$ cat src/rtl/apb_slave_regfile.sv
// rtl/apb_slave_regfile.sv - APB completer with a windowed 8-bit register file, wait states and write counter
module apb_slave_regfile #(
    parameter logic [7:0] BASE_ADDR   = 8'hA8,
    parameter int         DEPTH       = 8,
    parameter int         WAIT_CYCLES = 0,
    parameter logic [7:0] RESET_VAL   = 8'h00
) (
    input  logic       pclk,
    input  logic       preset,
    input  logic       psel_i,
    input  logic       penable_i,
    input  logic [7:0] paddr_i,
    input  logic       pwrite_i,
    input  logic [7:0] pwdata_i,
    output logic [7:0] prdata_o,
    output logic       pready_o,
    output logic       pslverr_o,
    output logic [7:0] wr_count_o
);

    localparam int IDX_W = (DEPTH > 1) ? $clog2(DEPTH) : 1;

    typedef enum logic {
        S_IDLE,
        S_ACCESS
    } state_t;

    state_t           state_q;
    state_t           state_d;
    logic [7:0]       addr_q;
    logic             pwrite_q;
    logic [3:0]       cnt_q;
    logic [7:0]       wr_count_q;
    logic [7:0]       regs [DEPTH];

    logic [7:0]       offset;
    logic             hit;
    logic [IDX_W-1:0] idx;
    logic             setup;
    logic             complete;

    // Decode the SETUP-captured address against the register window
    always_comb begin
        offset = addr_q - BASE_ADDR;
        hit    = (addr_q >= BASE_ADDR) && (offset < 8'(DEPTH));
        idx    = offset[IDX_W-1:0];
    end

    // Handshake terms and response outputs; all quiet outside ACCESS
    always_comb begin
        setup     = (state_q == S_IDLE) && psel_i && !penable_i;
        pready_o  = (state_q == S_ACCESS) && (cnt_q == 4'd0);
        complete  = pready_o && psel_i && penable_i;
        pslverr_o = pready_o && !hit;
        prdata_o  = (pready_o && !pwrite_q && hit) ? regs[idx] : 8'h00;
    end

    // Next-state logic: SETUP enters ACCESS, completion or deselect returns to IDLE
    always_comb begin
        state_d = state_q;
        case (state_q)
            S_IDLE: begin
                if (setup) begin
                    state_d = S_ACCESS;
                end
            end
            S_ACCESS: begin
                if (!psel_i || complete) begin
                    state_d = S_IDLE;
                end
            end
            default: state_d = S_IDLE;
        endcase
    end

    // State register, captured address/direction and wait-state counter
    always_ff @(posedge pclk or posedge preset) begin
        if (preset) begin
            state_q  <= S_IDLE;
            addr_q   <= 8'h00;
            pwrite_q <= 1'b0;
            cnt_q    <= 4'd0;
        end else begin
            state_q <= state_d;
            if (setup) begin
                addr_q   <= paddr_i;
                pwrite_q <= pwrite_i;
                cnt_q    <= 4'(WAIT_CYCLES);
            end else if ((state_q == S_ACCESS) && psel_i && (cnt_q != 4'd0)) begin
                cnt_q <= cnt_q - 4'd1;
            end
        end
    end

    // Register file and saturating write counter, updated only on an in-window write completion
    always_ff @(posedge pclk or posedge preset) begin
        if (preset) begin
            for (int i = 0; i < DEPTH; i++) begin
                regs[i] <= RESET_VAL;
            end
            wr_count_q <= 8'h00;
        end else if (complete && pwrite_q && hit) begin
            regs[idx] <= pwdata_i;
            if (wr_count_q != 8'hFF) begin
                wr_count_q <= wr_count_q + 8'd1;
            end
        end
    end

    assign wr_count_o = wr_count_q;

endmodule

$ cat config.mk
export PLATFORM = sky130hd
export DESIGN_NAME = apb_slave_regfile
export DESIGN_NICKNAME = d
export VERILOG_FILES = /design/src/rtl/apb_slave_regfile.sv
export SDC_FILE = /design/constraint.sdc
export NUM_CORES = 1
export LEC_CHECK = 0
export ABC_AREA = 1
export CAP_MARGIN = 20
export CORE_MARGIN = 2
export CORE_UTILIZATION = 35
export CTS_BUF_LIST = sky130_fd_sc_hd__clkbuf_8
export DETAILED_ROUTE_END_ITERATION = 6
export MAX_ROUTING_LAYER = met4
export REMOVE_ABC_BUFFERS = 1
export SLEW_MARGIN = 30
export SYNTH_ARGS = -nofsm -noshare
export SYNTH_HDL_FRONTEND = slang
export SYNTH_SLANG_ARGS = --single-unit
$ cat constraint.sdc
create_clock -name pclk -period 4.9 [get_ports pclk]
set_clock_uncertainty 0.2 [all_clocks]
set_input_delay 0.98 -clock pclk [delete_from_list [all_inputs] [get_ports pclk]]
set_output_delay 0.98 -clock pclk [all_outputs]
set_load 0.02 [all_outputs]
==> reports/metrics.csv <==
metric;value;unit
total inserted antenna cells;0;
DRC viols;0;
number of nets still failing antenna checks after routing;0;
initial standard-cell utilization of the core;0.357;
Period minus WS final;3.99;ns
startpoint type of the worst setup path;flop;
ports placed on the boundary;39;
most common library cell in the layout ignoring fill and taps;nand2_1;
vias in the first global route;3852;
layout cells sized above 1;0.0936;
number of antenna violations at the first check in global routing;0;
cell internal power dissipation;1.24;mW
Max Root-Sink Buffers;2;
endpoint kind of the worst setup timing path;primary output;
maximum number of pins on one net before global-route repair;47;
Max Transition Viols Final;0;
total wirelength of the detailed-routed design;11800;µm
Synth Area in Simple Gates;0.421;
fin crit share;0.814;
Max Fclk;251;MHz
Clock Latency Late Sink;0.37;ns
Hold Crit Class;flop to flop;
Worst path slowest cell;dfrtp_2;
signed area change from the synthesized netlist to the final layout;14.7;%
flops & latches, synth;86;
drt first pass iters;5;
Post-Syn Area per Cell;7.77;µm²
final setup slack of the worst path;0.909;ns
buffer cell driving the clock tree root;clkbuf_8;
sequential area share after synthesis;0.455;
Post-Syn Instances;609;
reg2reg start;addr_q[0];
unrepaired setup endpoints after global routing;no;
TritonCTS buffer count;9;
switching power share of the total;0.350;
main combinational cell family by area after synthesis;simple AND/OR/NAND/NOR gates;
filler cell count;1348;
CTS tree;yes;
data required time at the worst endpoint;3.72;ns
number of post-CTS setup repair buffers;0;
port buffer count;38;
Worst Hold Launch;regs[11];
Die Span Y;120;µm
Pwr Total;1.91;mW
number of hold violations in the final report;0;
Worst path top cell family by delay;flip-flops;
detailed-route via count;4027;
worst-case register-to-register setup slack;2.55;ns
H-tree levels;3;
aggregate global-route resource usage;0.177;
floorplan die area;14500;µm²
status;finished clean;
Synth cell types;30;
quantity of hold-fixing buffers added after cts;0;
routed wirelength normalized by instance count;14.4;µm
number of enable-type register cells in the synthesized netlist;0;
start-to-end type of the worst setup path;flop to primary output;
RePlAce Congestion;0.868;
clock group share of total power;0.315;
fraction of synthesized cell area in xor and xnor cells;0.00741;
WHS Path Cells;2;
Placement Setup Slack;1.33;ns
multiplexer share of the synthesized area;0.00476;
Die Wd;120;µm
pwr dens;352;nW/µm²
arrival time worst endpoint;2.81;ns
CTS sink count;86;
Net Sw Power;669;µW
met2 layer wire length in the routed design;5750;µm
most common flop cell mapped by yosys;dfrtp_1;
placeable core region;13200;µm²
top library cells by usage in the layout, fill and taps aside;249 x nand2_1, 99 x nand3_1, 85 x dfrtp_1;
highest routed layer;met4;
endpoint of the worst hold-timing path;regs[11];
Site Rows;42;
Critical Path, Cell by Cell;inv_4, nand2_1, nand3_1, nand3_1, nor2_1, nor2_1, clkdlybuf4s50_1;
half-perimeter wire length after placement;8210;µm
fraction of the mapped netlist area in compound gates;0.0294;
clock transition at the registers of the reported paths;0.09;ns
Initial DRC Count;321;
Sequential Power Share;0.436;
capture point of the worst reg-to-reg path;regs[39];
Synth warnings;0;
transition at the pin with the smallest max-transition slack;0.942;ns
cts repair resizes;0;
setup violation total in the final timing report;0;
count of maximum capacitance violations;0;
remaining global-route overflow;0;
crit-path max FO;46;
share of flip-flops with an asynchronous set or reset;1.00;
setup_tns;0;ns
number of cells traversed by the worst register-to-register path;5;
crit path buf inv count;2;
part of the power in combinational logic;0.249;
vias per cell;4.93;
largest vdd supply drop;0.140;mV
total standard cell area after synthesis;4730;µm²
LEAKAGE;2.77;nW
slowest stage delay, CP;1.00;ns
worst rel slew slack;0.372;
sum of met3 wire segment lengths after detailed routing;394;µm
total number of nets in the final design;660;
detailed-route wire length on metal 1;5450;µm
Adder-Cell Fraction of Synth Area;0.00794;
global-route wire length before repair;19700;µm
## power by group through the flow
stage | Sequential (mW) | Combinational [mW] | Clock, mW
after floorplan | 0.828 | 0.349 | 0
after global placement | 0.843 | 0.468 | 0
after detailed placement | 0.846 | 0.478 | 0
after CTS | 0.833 | 0.480 | 0.609
after global routing | 0.842 | 0.534 | 0.638
final | 0.833 | 0.476 | 0.602
## layout make-up
class	instances	area [µm²]	area share
repair buffers	42	410	0.0757
well taps	176	220	0.0406
multi-input cells	453	2220	0.410
clock buffers	12	165	0.0304
inverters	44	174	0.0321
clock inverters	4	76.3	0.0141
flip-flops and latches	86	2150	0.397
## worst register-to-register path, delay by kind of cell, from the launching register on
kind	cells	cell delay [ns]
DFF	1	1.00
and+or+nand+nor	4	0.72
buffers and inverters	1	0.33
## cell usage after synthesis (2+ instances only)
cell	instances	area, µm²
a21oi_1	7	35.0
buf_2	6	30.0
buf_4	2	15.0
buf_6	9	101
clkbuf_1	9	33.8
dfrtp_1	86	2150
ha_1	3	37.5
inv_1	36	135
inv_2	5	18.8
mux2_2	2	22.5
nand2_1	249	935
nand2_2	2	12.5
nand3_1	99	495
nand3_4	9	158
nor2_1	40	150
nor2_2	3	18.8
nor2_4	7	78.8
nor2_8	5	100
o21ai_0	17	85.1
xnor2_1	2	17.5
xor2_1	2	17.5
## per-stage QoR
step,instances,utilization,cell area (µm²),hold WS [ns]
after floorplan,583,-,4550,0.234
after global placement,801,0.391,5180,0.248
after detailed placement,801,0.391,5180,0.253
after CTS,817,0.410,5420,0.275
after global routing,817,0.410,5420,0.288
final,817,0.410,5420,0.275
## cells by family after synthesis
| logic type | Yosys count |
|---|---|
| AOI/OAI and AO/OA | 27 |
| xor gates and xnor gates | 4 |
| adders and majority gates | 3 |
| buffers and inverters | 70 |
| DFF | 86 |
| muxes | 2 |
| and+or+nand+nor | 417 |
## layer usage
layer  up-vias  GRT usage
li1       1978          -
met1      1968      0.233
met2        69      0.283
met3        12     0.0307
met4         0     0.0531
met5         -          -
## registers in the layout (all words and copies together), names as in the netlist
signal	cells
regs	64
addr_q	8
wr_count_o	8
cnt_q	4
pwrite_q	1
state_q	1
## worst max-delay path by stage
| stage | start | to | slack (ns) | cells after the start |
|---|---|---|---|---|
| after detailed placement | addr_q[0] | prdata_o[6] | 1.33 | 7 |
| final | addr_q[0] | prdata_o[6] | 0.91 | 7 |
| after global placement | addr_q[0] | prdata_o[6] | 1.38 | 7 |
| after CTS | addr_q[0] | prdata_o[6] | 0.92 | 7 |
| after global routing | addr_q[0] | prdata_o[6] | 0.74 | 7 |
| after floorplan | preset | addr_q[0] | 1.50 | 1 |
No activity file was read; power rests on OpenSTA's default activity.
==> variant: new RTL, same settings <==
Change the parameter `DEPTH` from 8 to 16.
--- a/src/rtl/apb_slave_regfile.sv
+++ b/src/rtl/apb_slave_regfile.sv
@@ -1,7 +1,7 @@
 // rtl/apb_slave_regfile.sv - APB completer with a windowed 8-bit register file, wait states and write counter
 module apb_slave_regfile #(
     parameter logic [7:0] BASE_ADDR   = 8'hA8,
-    parameter int         DEPTH       = 8,
+    parameter int         DEPTH       = 16,
     parameter int         WAIT_CYCLES = 0,
     parameter logic [7:0] RESET_VAL   = 8'h00
 ) (
Formal check against the unedited RTL: not equivalent (Yosys sat finds a counterexample within 4 cycles, from zero or initial values and one cycle with preset high).
==> variant against the original RTL <==
  * Power up 64%
  * Critical path depth unchanged
  * Design area rose by 68%
  * Sequential cell count is 64 higher
  * Worst setup slack got worse by 0.51 ns
  * Cell count rose by 79%
  * Wire length grew 100%
  * Area after synthesis increased by 71%
  * Critical endpoint is now prdata_o[1]
==> variant: results (changes against the original RTL) <==
[route]
wl_met3_um=1073  ; +170%
drtIter0Drc=713  ; +120%
wl_met2_um=11350  ; +97%
via_per_inst=5.148  ; +4.4%

[placement]
dpl_worst_slack_ns=0.9025  ; -0.4285 ns
dp_hpwl_um=15510  ; +89%

[critical_path]
cpPeakStageDelay_ns=0.85  ; -0.15 ns
slowest_stage=dfrtp_1
crit_arrival_ns=3.32  ; +0.51 ns
rrSetupSlack_ns=1.81  ; -0.74 ns
worst-path-max-fanout=23  ; -50%
endpoint=prdata_o[1]

[clock_tree]
clock_latency_ns=0.46  ; +0.09 ns
htree_levels=4  ; +1
cts_buffers=17  ; +8

[grt]
met2_usage_pct=33.00  ; +4.7 points
grt_pass1_wl_um=39870  ; +100%
grt_usage_pct=21.35  ; +3.6 points
use_met1_pct=29.13  ; +5.9 points
met3_usage_pct=3.794  ; +0.73 points
grt_pass1_vias=7215  ; +87%

[layout]
drive_above_1_share_pct=6.192  ; -3.2 points

[synthesis]
synth_xor_area_share_pct=0.3240  ; -0.42 points
yosys-top-cells-count=nand2_1, dfrtp_1, nand4_1

[power_and_ir_drop]
ir_drop_uv=135.7  ; -3.0%
seqPwrFrac_pct=42.3  ; -1.3 points
switching_share_pct=37.83  ; +2.8 points

[timing]
relSlewSlack_pct=32.84  ; -4.3 points

[status]
status=finished, final reports clean

[hold_path]
worst_hold_path.endpoint=cnt_q[2]
worstHoldStart=cnt_q[2]

[variant: changes by cell type after synthesis, moves of 10 or more]
cell and delta:
nand3_1 -80, buf_2 +12, nand4_1 +137, inv_1 +49, nand2_1 +289, nand3_2 +10
nor2_1 +71, dfrtp_1 +64, clkbuf_1 +24
[variant: metrics by stage]
| stage | cells | hold slack [ns] | instance area, um^2 |
|---|---|---|---|
| floorplan | 1091 | 0.2359 | 7816 |
| global placement | 1432 | 0.2535 | 8718 |
| detailed placement | 1432 | 0.2559 | 8718 |
| CTS | 1464 | 0.2717 | 9100 |
| global route | 1465 | 0.2886 | 9092 |
| finish | 1465 | 0.2721 | 9092 |
[variant: area by class of cell]
cell class	instances	area, um^2
fill	2392	13620
sequential	150	3754
multi-input combinational	852	3729
timing repair buffer	56	530.5
tap	285	356.6
inverter	89	339.1
clock buffer	19	261.5
clock inverter	13	120.1
antenna	1	2.502
